File: src/rtl/irq_seq_pkg.sv
// irq_seq_pkg: shared state encoding and parameter defaults for the interrupt sequencer
package irq_seq_pkg;
   localparam int          N_IRQ_DEF      = 3;
   localparam logic [31:0] VEC_BASE_DEF   = 32'h0000_0800;
   localparam logic [31:0] VEC_STRIDE_DEF = 32'h0000_0010;
   typedef enum logic [2:0] {
      S_IDLE = 3'd0,
      S_ARM  = 3'd1,
      S_TAKE = 3'd2,
      S_RET  = 3'd3,
      S_HALT = 3'd4
   } state_t;
endpackage

File: src/rtl/irq_prio_enc.sv
// irq_prio_enc: lowest-index-first priority encoder
//   req : request vector, bit 0 wins
//   idx : index of the lowest set bit (0 when none)
//   vld : at least one request bit set
module irq_prio_enc #(
   parameter int N  = 3,
   parameter int IW = (N > 1) ? $clog2(N) : 1
) (
   input  logic [N-1:0]  req,
   output logic [IW-1:0] idx,
   output logic          vld
);
   always_comb begin
      idx = '0;
      vld = 1'b0;
      for (int i = N - 1; i >= 0; i--) begin
         if (req[i]) begin
            idx = IW'(i);
            vld = 1'b1;
         end
      end
   end
endmodule

File: src/rtl/irq_pipe_sequencer.sv
// irq_pipe_sequencer: takes interrupts and ERETs at precise retirement boundaries
//   inputs : clk, rst_n (async, active-high), irq_req/irq_mask, ie, epc,
//            wb_valid/wb_pc_4/wb_eret/wb_halt from the DM/WB register
//   outputs: pipe_en, flush, wb_kill, pc_redirect/pc_target,
//            epc_w_en/epc_w_data, ie_w_en/ie_w_data, irq_ack, in_service
module irq_pipe_sequencer
   import irq_seq_pkg::*;
#(
   parameter int          N_IRQ      = N_IRQ_DEF,
   parameter logic [31:0] VEC_BASE   = VEC_BASE_DEF,
   parameter logic [31:0] VEC_STRIDE = VEC_STRIDE_DEF
) (
   input  logic             clk,
   input  logic             rst_n,
   input  logic [N_IRQ-1:0] irq_req,
   input  logic [N_IRQ-1:0] irq_mask,
   input  logic             ie,
   input  logic [31:0]      epc,
   input  logic             wb_valid,
   input  logic [31:0]      wb_pc_4,
   input  logic             wb_eret,
   input  logic             wb_halt,
   output logic             pipe_en,
   output logic             flush,
   output logic             wb_kill,
   output logic             pc_redirect,
   output logic [31:0]      pc_target,
   output logic             epc_w_en,
   output logic [31:0]      epc_w_data,
   output logic             ie_w_en,
   output logic             ie_w_data,
   output logic [N_IRQ-1:0] irq_ack,
   output logic [N_IRQ-1:0] in_service
);
   localparam int               IW  = (N_IRQ > 1) ? $clog2(N_IRQ) : 1;
   localparam logic [N_IRQ-1:0] ONE = N_IRQ'(1);
   state_t             state, nxt;
   logic [IW-1:0]      sel, elig_idx, isv_idx;
   logic               elig_vld, isv_vld, catch_ret, can_take, act;
   logic [N_IRQ-1:0]   prio_mask, eligible;
   logic [31:0]        captured_pc;
   // only lines strictly more urgent than the most urgent active handler may preempt
   assign prio_mask = isv_vld ? (ONE << isv_idx) - ONE : '1;
   assign eligible  = irq_req & irq_mask & prio_mask;
   irq_prio_enc #(.N(N_IRQ), .IW(IW)) u_elig_enc (.req(eligible),   .idx(elig_idx), .vld(elig_vld));
   irq_prio_enc #(.N(N_IRQ), .IW(IW)) u_isv_enc  (.req(in_service), .idx(isv_idx),  .vld(isv_vld));
   assign catch_ret = (state == S_IDLE || state == S_ARM) && wb_valid;
   assign can_take  = elig_vld && ie;
   always_comb begin
      nxt = S_IDLE;
      case (state)
         S_IDLE, S_ARM: nxt = catch_ret ? (wb_eret ? S_RET : wb_halt ? S_HALT : can_take ? S_TAKE : S_IDLE)
                                        : (can_take ? S_ARM : S_IDLE);
         S_HALT:        nxt = S_HALT;
         default:       nxt = S_IDLE;
      endcase
   end
   always_ff @(posedge clk or posedge rst_n) begin
      if (rst_n) begin
         state       <= S_IDLE;
         sel         <= '0;
         captured_pc <= '0;
         pc_target   <= '0;
         in_service  <= '0;
      end else begin
         state <= nxt;
         if (nxt == S_RET)
            pc_target <= epc;
         if (nxt == S_TAKE) begin
            sel         <= elig_idx;
            captured_pc <= wb_pc_4;
            pc_target   <= VEC_BASE + 32'(elig_idx) * VEC_STRIDE;
         end
         // clearing the lowest set bit retires the most urgent (innermost) handler
         if (state == S_TAKE)
            in_service <= in_service | (ONE << sel);
         else if (state == S_RET)
            in_service <= in_service & (in_service - ONE);
      end
   end
   assign act         = (state == S_TAKE) || (state == S_RET);
   assign pipe_en     = state != S_HALT;
   assign flush       = act;
   assign wb_kill     = act;
   assign pc_redirect = act;
   assign epc_w_en    = state == S_TAKE;
   assign epc_w_data  = captured_pc;
   assign ie_w_en     = act;
   assign ie_w_data   = state == S_RET;
   assign irq_ack     = (state == S_TAKE) ? (ONE << sel) : '0;
endmodule

File: config.mk
export PLATFORM = sky130hd
export DESIGN_NAME = irq_pipe_sequencer
export DESIGN_NICKNAME = d
export VERILOG_FILES = /design/src/rtl/irq_seq_pkg.sv /design/src/rtl/irq_prio_enc.sv /design/src/rtl/irq_pipe_sequencer.sv
export SDC_FILE = /design/constraint.sdc
export NUM_CORES = 1
export LEC_CHECK = 0
export CAP_MARGIN = 10
export CORE_ASPECT_RATIO = 0.8
export CORE_MARGIN = 2
export CORE_UTILIZATION = 40
export DETAILED_ROUTE_END_ITERATION = 16
export DONT_BUFFER_PORTS = 1
export SLEW_MARGIN = 40
export SYNTH_ARGS = -nofsm -noshare
export SYNTH_HDL_FRONTEND = slang
export SYNTH_SLANG_ARGS = --single-unit
File: constraint.sdc
create_clock -name clk -period 6.2 [get_ports clk]
set_input_delay 1.24 -clock clk [delete_from_list [all_inputs] [get_ports clk]]
set_output_delay 1.24 -clock clk [all_outputs]
set_load 0.01 [all_outputs]
==> results.tsv, run 1 <==
metric	value	unit
status	finished, final reports clean	
Reg2Reg Depth	5	
startpoint types	flop	
worst-margin pin slew	0.765	ns
drt via density	5.49	
Hold Crit Depth	2	
largest cells by area after synthesis	dfrtp_1 60%, mux2_4 13%, a22o_1 8.5%	
HP Class	reg -> reg	
layout cell share with drive strength beyond 1	26.7	%
Worst Setup SP	state[1]	
DP Wirelength	4080	µm
initial core utilization	40.7	%
antenna violations before repair	0	
Setup TNS	0	ns
Yosys warning total	0	
area growth from synthesis to layout	11.6	%
critical-path cell list	or2b_1, inv_1, and2_1	
WL/cell	19.6	µm
postcts setup bufs	0	
clk_skew	0.0105	ns
gpl congestion	0.739	
# Max-Cap Violations	0	
Synth cell types	36	
reg2reg setup slack	3.95	ns
max incr delay on CP	0.44	ns
final setup vio count	0	
Pre-Repair DR Iteration Count	3	
Max FO, Critical Path	7	
Final Non-Filler Cells	300	
Synthesized Nets	282	
CP endpoint kind	output pin	
Tmin final	2.93	ns
DR vias	1647	
leak pwr	1.64	nW
largest net degree at the start of global routing	73	
Async SR Flop Fraction	100	%
CP Data Arrival Time	1.69	ns
fin crit share	47.3	%
RSZ-0062 raised after global routing	false	
final instance area	3330	µm²
Worst Setup Slack, final	3.27	ns
mapped cell area	2980	µm²
Post-synth EDFFs	0	
fin util	45.4	%
Worst Min Path Start	sel[1]	
Die Span Y	81.2	µm
die area	8160	µm²
Syn Inst Count	206	
Peak VDD IR	193	µV
worst slack at placement	3.23	ns
placed cell area	3060	µm²
top-area cell type share of the netlist area	60.4	%
WS Path Type	reg -> out	
Comb pwr share	13.6	%
critical path's top delay family	simple AND/OR/NAND/NOR gates	
Port Buffers	0	
Seq pwr share	53.0	%
net load switching power	407	µW
CTS Hold Bufs	0	
Die X	101	µm
reg2reg start	in_service[1]	
CP Buf/Inv Count	1	
clk slew on worst S/H paths	0.07	ns
Final Max Slew Viols	0	
CTS buffer count	9	
H-tree level count	3	
CTS resizes	0	
I/O Pins	153	
Inst Count DP	285	
# nets final	282	
GRT Overall Usage	14.2	%
row count	28	
clk_lat worst skew	0.34	ns
Slew Limit Headroom	48.8	%
FF-to-FF End	epc_w_data[5]	
switch share	28.1	%
Synth Register Bits	72	
Cell Pwr Density	435	nW/µm²
# clock sinks	72	
Hold Fails Final Rpt	0	
total congestion overflow	0	
first-iteration detailed-routing DRC count	28	
post-synth top area cell	dfrtp_1	
first-pass GRT wire length	8600	µm
clock group share of total power	33.4	%
P_int	1.04	mW
drt total wl	5890	µm
CP required	4.96	ns
Root Buffer	clkbuf_8	
diode count	0	
vias in the first global route	1658	
hold endpoint	sel[1]	
Peak Freq	0.341	GHz
CORE AREA	7320	µm²
synthesized area per cell	14.5	µm²
Worst path slowest cell	dfrtp_1	
CTS tree	done	
post-route ant nets	0	
DRC Markers	0	
Layout fillers	642	
register area share after synthesis	60.4	%
predominant post-synthesis flop cell	dfrtp_1	
clk buf depth	2	
==> final cells by class <==
cell class,instances,area (µm²),share of cell area (%)
clock buffer,10,138,4.14
clock inverter,5,129,3.87
inverter,7,26.3,0.790
multi-input combinational,113,1050,31.7
sequential,72,1800,54.2
tap,90,113,3.38
timing repair buffer,3,66.3,1.99
==> metal layers <==
metal	share of wire [%]	global-route usage (%)	up-vias	wire, µm
met5	0	0	-	0
met4	1.0	4.52	0	61
met3	11	8.95	5	662
met2	45	20.8	106	2670
met1	42	17.1	779	2500
li1	-	-	757	-
==> cells in the final DEF, fill, tap and decap left out, types with 2 or more instances in the layout <==
cell type,netlist,final
mux2_4,26,26
inv_1,7,6
nor4_1,4,4
a21oi_1,2,2
clkbuf_8,0,10
o211ai_1,2,2
nor2_1,5,5
nand2_1,8,8
buf_16,0,2
dfrtp_1,72,72
and2_1,3,3
bufinv_16,0,4
a22o_1,29,29
a31oi_1,2,2
o21ai_0,8,7
mux2_2,6,6
==> cells in the mapped netlist, types with 3 or more instances <==
| library cell | count |
|---|---|
| buf_4 | 3 |
| and2_1 | 3 |
| inv_1 | 7 |
| a22o_1 | 29 |
| nand2_1 | 8 |
| mux2_2 | 6 |
| nor2_1 | 5 |
| mux2_4 | 26 |
| dfrtp_1 | 72 |
| o21ai_0 | 8 |
| nor4_1 | 4 |
| clkbuf_1 | 6 |
==> how the worst max path moves through the flow <==
stage	cells past startpoint	slack, ns	to
finish	3	3.27	ie_w_data
global route	3	3.12	ie_w_data
CTS	3	3.24	ie_w_data
detailed placement	5	3.23	epc_w_data[15]
global placement	5	3.09	pc_target[11]
floorplan	1	3.14	epc_w_data[0]
==> power groups by stage <==
stage               sequential [mW]  clock (mW)  combinational, mW
floorplan                     0.741           0              0.179
global placement              0.778           0              0.190
detailed placement            0.773           0              0.202
CTS                           0.770       0.501              0.200
global route                  0.787       0.521              0.219
finish                        0.767       0.484              0.196
==> state kept, by name, indices dropped and copies added (netlist names) <==
| signal | flops |
|---|---|
| in_service | 3 |
| epc_w_data | 32 |
| sel | 2 |
| pc_target | 32 |
| state | 3 |
==> worst min-delay path, cell delays in order (launching register included) <==
cell and delay [ns]:
dfrtp_1 0.39, nand2_1 0.07, o21ai_0 0.07
==> kinds of logic (layout without fill, tap and decap cells) <==
group,Yosys count,after routing,synth area share [%]
muxes,32,32,15.4
AOI/OAI and AO/OA,49,49,13.0
and+or+nand+nor,32,32,6.55
DFF,72,72,60.4
buffers and inverters,21,25,4.66
==> through the flow <==
| stage | hold WS [ns] | total power, mW |
|---|---|---|
| after floorplan | 0.492 | 0.920 |
| after global placement | 0.533 | 0.967 |
| after detailed placement | 0.540 | 0.975 |
| after CTS | 0.556 | 1.47 |
| after global routing | 0.587 | 1.53 |
| final | 0.561 | 1.45 |
(Power assumes the default switching activity.)
==> inputs of run 2 (changes only) <==
clock period = 2.6 ns   (was 6.2 ns; I/O delays follow)
==> results.tsv, run 2 (synthesized netlist as in run 1, its figures left out) <==
metric	value	unit
status	finished, final reports clean	
Inst Count DP	289	
worst-margin pin slew	0.640	ns
Tmin final	2.24	ns
Reg2Reg Depth	4	
drt via density	5.60	
CP required	2.81	ns
Final Max Slew Viols	0	
WL/cell	19.5	µm
Setup crit end	epc_w_data[10]	
total congestion overflow	0	
CTS buffer count	9	
critical-path cell list	or4bb_1, a311o_2, buf_4, mux2_4	
H-tree level count	3	
CTS tree	done	
commonest non-fill, non-tap cells in the layout	72 x dfrtp_1, 29 x a22o_1, 26 x mux2_4	
reg2reg start	in_service[2]	
row count	28	
Die Span Y	81.2	µm
Peak Freq	0.446	GHz
postcts setup bufs	0	
# Max-Cap Violations	0	
Worst Setup SP	in_service[2]	
Port Buffers	0	
RSZ-0062 raised after global routing	false	
CP Data Arrival Time	2.45	ns
Setup TNS	0	ns
GRT Overall Usage	14.8	%
FF-to-FF End	epc_w_data[10]	
I/O Pins	153	
DR vias	1709	
# clock sinks	72	
post-route ant nets	0	
clk_skew	0.00849	ns
final setup vio count	0	
clk slew on worst S/H paths	0.07	ns
WS Path Type	reg -> reg	
Pre-Repair DR Iteration Count	4	
largest net degree at the start of global routing	38	
Max FO, Critical Path	36	
CP Buf/Inv Count	1	
critical path's top delay family	simple AND/OR/NAND/NOR gates	
DRC Markers	0	
# nets final	286	
number of cells on the critical path	4	
antenna violations before repair	0	
Peak VDD IR	369	µV
initial core utilization	40.7	%
clk_lat worst skew	0.33	ns
drt total wl	5960	µm
Hold Fails Final Rpt	0	
reg2reg setup slack	0.36	ns
Root Buffer	clkbuf_8	
HP Class	in -> async	
area growth from synthesis to layout	8.18	%
fin crit share	86.2	%
Cell Pwr Density	952	nW/µm²
layout cell share with drive strength beyond 1	27.9	%
CORE AREA	7320	µm²
first-iteration detailed-routing DRC count	35	
first-pass GRT wire length	8870	µm
Worst path slowest cell	or4bb_1	
startpoint types	flop	
die area	8160	µm²
vias in the first global route	1676	
diode count	0	
gpl congestion	0.756	
Final Non-Filler Cells	305	
max incr delay on CP	0.57	ns
Die X	101	µm
CTS resizes	0	
Slew Limit Headroom	57.3	%
leak pwr	1.58	nW
clk buf depth	2	
CTS Hold Bufs	0	
DP Wirelength	4220	µm
most common cell after layout, fill and taps aside	dfrtp_1	
CP endpoint kind	flop	
==> run 2: cell count changes in the layout (fill, tap and decap cells not counted), sizes merged <==
cell	delta
buf	+4
clkinvlp	+3
clkinv	+2
bufinv	-4
==> run 2: routing by layer <==
layer / wire length [µm] / track usage (%) / share of wire (%) / vias to the layer above
met2: 2680 / 21.3 / 45 / 113
met5: 0 / 0 / 0 / -
met3: 659 / 8.43 / 11 / 4
li1: - / - / - / 762
met1: 2570 / 18.6 / 43 / 830
met4: 44 / 5.34 / 0.74 / 0
==> run 2: worst min path at each step <==
stage,startpoint,end,depth (start not counted)
2_1_floorplan,sel[1],sel[1],2
3_3_place_gp,sel[1],sel[1],2
3_5_place_dp,sel[1],sel[1],2
4_1_cts,rst_n,epc_w_data[10],1
5_1_grt,rst_n,epc_w_data[10],1
6_report,rst_n,epc_w_data[31],1
==> run 2: report_power, final <==
group	internal [mW]	total, mW	leakage (nW)	switching [mW]
clock network	0.349	0.759	0.0789	0.410
logic	0.307	0.499	0.583	0.191
registers	1.43	1.81	0.922	0.381
==> run 2: metrics by stage <==
stage / util [%] / instance area [µm²] / hold WS [ns] / power [mW] / worst slack (ns)
finish: 44.1 / 3230 / 0.130 / 3.07 / 0.360
detailed placement: 41.7 / 3050 / 0.532 / 2.34 / 0.351
global route: 44.1 / 3230 / 0.163 / 3.28 / 0.266
floorplan: - / 2980 / 0.492 / 2.19 / 0.255
CTS: 44.0 / 3220 / 0.224 / 3.13 / 0.352
global placement: 41.7 / 3050 / 0.525 / 2.33 / 0.367
==> run 2: cell type report <==
cell class | instances | area [µm²]
multi-input combinational | 113 | 1050
clock inverter | 6 | 45.0
fill | 676 | 4100
tap | 90 | 113
inverter | 7 | 27.5
timing repair buffer | 7 | 65.1
clock buffer | 10 | 128
sequential | 72 | 1800
==> inputs of run 3 (changes only) <==
CORE_ASPECT_RATIO = 1.5   (was 0.8)
==> results.tsv, run 3 (synthesized netlist as in run 1, its figures left out) <==
metric	value	unit
register area	1800	µm²
# nets final	285	
Pre-Repair DR Iteration Count	4	
Port Buffers	0	
die area	8180	µm²
first-iteration detailed-routing DRC count	67	
Die X	74.5	µm
first-pass GRT wire length	8660	µm
Worst Setup SP	in_service[2]	
worst-margin pin slew	0.722	ns
drt via density	5.33	
commonest non-fill, non-tap cells in the layout	72 x dfrtp_1, 29 x a22o_1, 26 x mux2_4	
antenna violations before repair	0	
total congestion overflow	0	
# Max-Cap Violations	0	
Inst Count DP	298	
post-route ant nets	0	
diode count	0	
clk buf depth	2	
GRT Overall Usage	14.5	%
Max FO, Critical Path	36	
Final Non-Filler Cells	314	
CTS tree	done	
Slew Limit Headroom	51.8	%
gpl congestion	0.796	
H-tree level count	3	
largest net degree at the start of global routing	39	
most common cell after layout, fill and taps aside	dfrtp_1	
RSZ-0062 raised after global routing	false	
startpoint types	flop	
DP Wirelength	4230	µm
CP endpoint kind	flop	
area growth from synthesis to layout	9.69	%
reg2reg start	in_service[2]	
CTS buffer count	9	
clk_lat worst skew	0.34	ns
HP Class	in -> async	
CTS resizes	0	
Die Span Y	110	µm
CP required	2.82	ns
CTS Hold Bufs	0	
footprint of the multi-input gates	1050	µm²
CP Data Arrival Time	2.44	ns
clk_skew	0.00773	ns
# clock sinks	72	
DR vias	1674	
CORE AREA	7230	µm²
Layout fillers	671	
I/O Pins	153	
row count	38	
Cell Pwr Density	994	nW/µm²
leak pwr	1.61	nW
Tmin final	2.22	ns
WS Path Type	reg -> reg	
final setup vio count	0	
status	finished, final reports clean	
Peak Freq	0.450	GHz
layout cell share with drive strength beyond 1	26.6	%
drt total wl	5840	µm
fin crit share	85.5	%
initial core utilization	41.3	%
fin util	45.3	%
DRC Markers	0	
Final Max Slew Viols	0	
Root Buffer	clkbuf_8	
Peak VDD IR	483	µV
WL/cell	18.6	µm
Setup TNS	0	ns
Hold Fails Final Rpt	0	
clk slew on worst S/H paths	0.07	ns
Hold Slack	0.177	ns
postcts setup bufs	0	
vias in the first global route	1777	
-- run 3: area by class of cell --
class / instances / area share, %
multi-input combinational: 113 / 32.0
inverter: 7 / 0.803
timing repair buffer: 6 / 1.76
tap: 100 / 3.83
clock inverter: 3 / 1.99
sequential: 72 / 55.1
clock buffer: 13 / 4.55
-- run 3: worst paths after layout --
path                                       end  slack [ns]  depth (start not counted)
worst max register to register  epc_w_data[16]        0.38                          4
worst min-delay path            epc_w_data[31]        0.18                          1
max in group asynchronous        pc_target[29]        1.76                          2
min in group clk                 pc_target[26]        0.32                          1
worst max-delay path            epc_w_data[16]        0.38                          4
worst min register to register   pc_target[11]        0.56                          1
-- run 3: critical path, cell delays in order, from the launching register on --
cell     delay (ns)
dfrtp_1        0.46
or4bb_1        0.56
a311o_2        0.40
buf_4          0.30
mux2_4         0.37
-- run 3: power by group --
group	switching, mW	leakage (nW)	internal [mW]	total [mW]
Combinational	0.193	0.578	0.305	0.498
Clock	0.374	0.108	0.566	0.940
Sequential	0.380	0.922	1.43	1.81
Total	0.946	1.61	2.30	3.25
-- run 3: metal layers --
metal,global-route usage (%),wire length [µm],vias up
li1,-,-,759
met1,15.3,2140,808
met4,11.1,184,0
met2,23.3,3030,93
met3,5.04,479,14
met5,0,0,-
-- run 3: metrics by stage --
step / cell area (µm²) / power, mW / setup slack (ns)
final: 3270 / 3.25 / 0.377
after global routing: 3270 / 3.45 / 0.280
after CTS: 3270 / 3.31 / 0.356
after detailed placement: 3060 / 2.34 / 0.359
after global placement: 3060 / 2.33 / 0.382
after floorplan: 2980 / 2.19 / 0.255
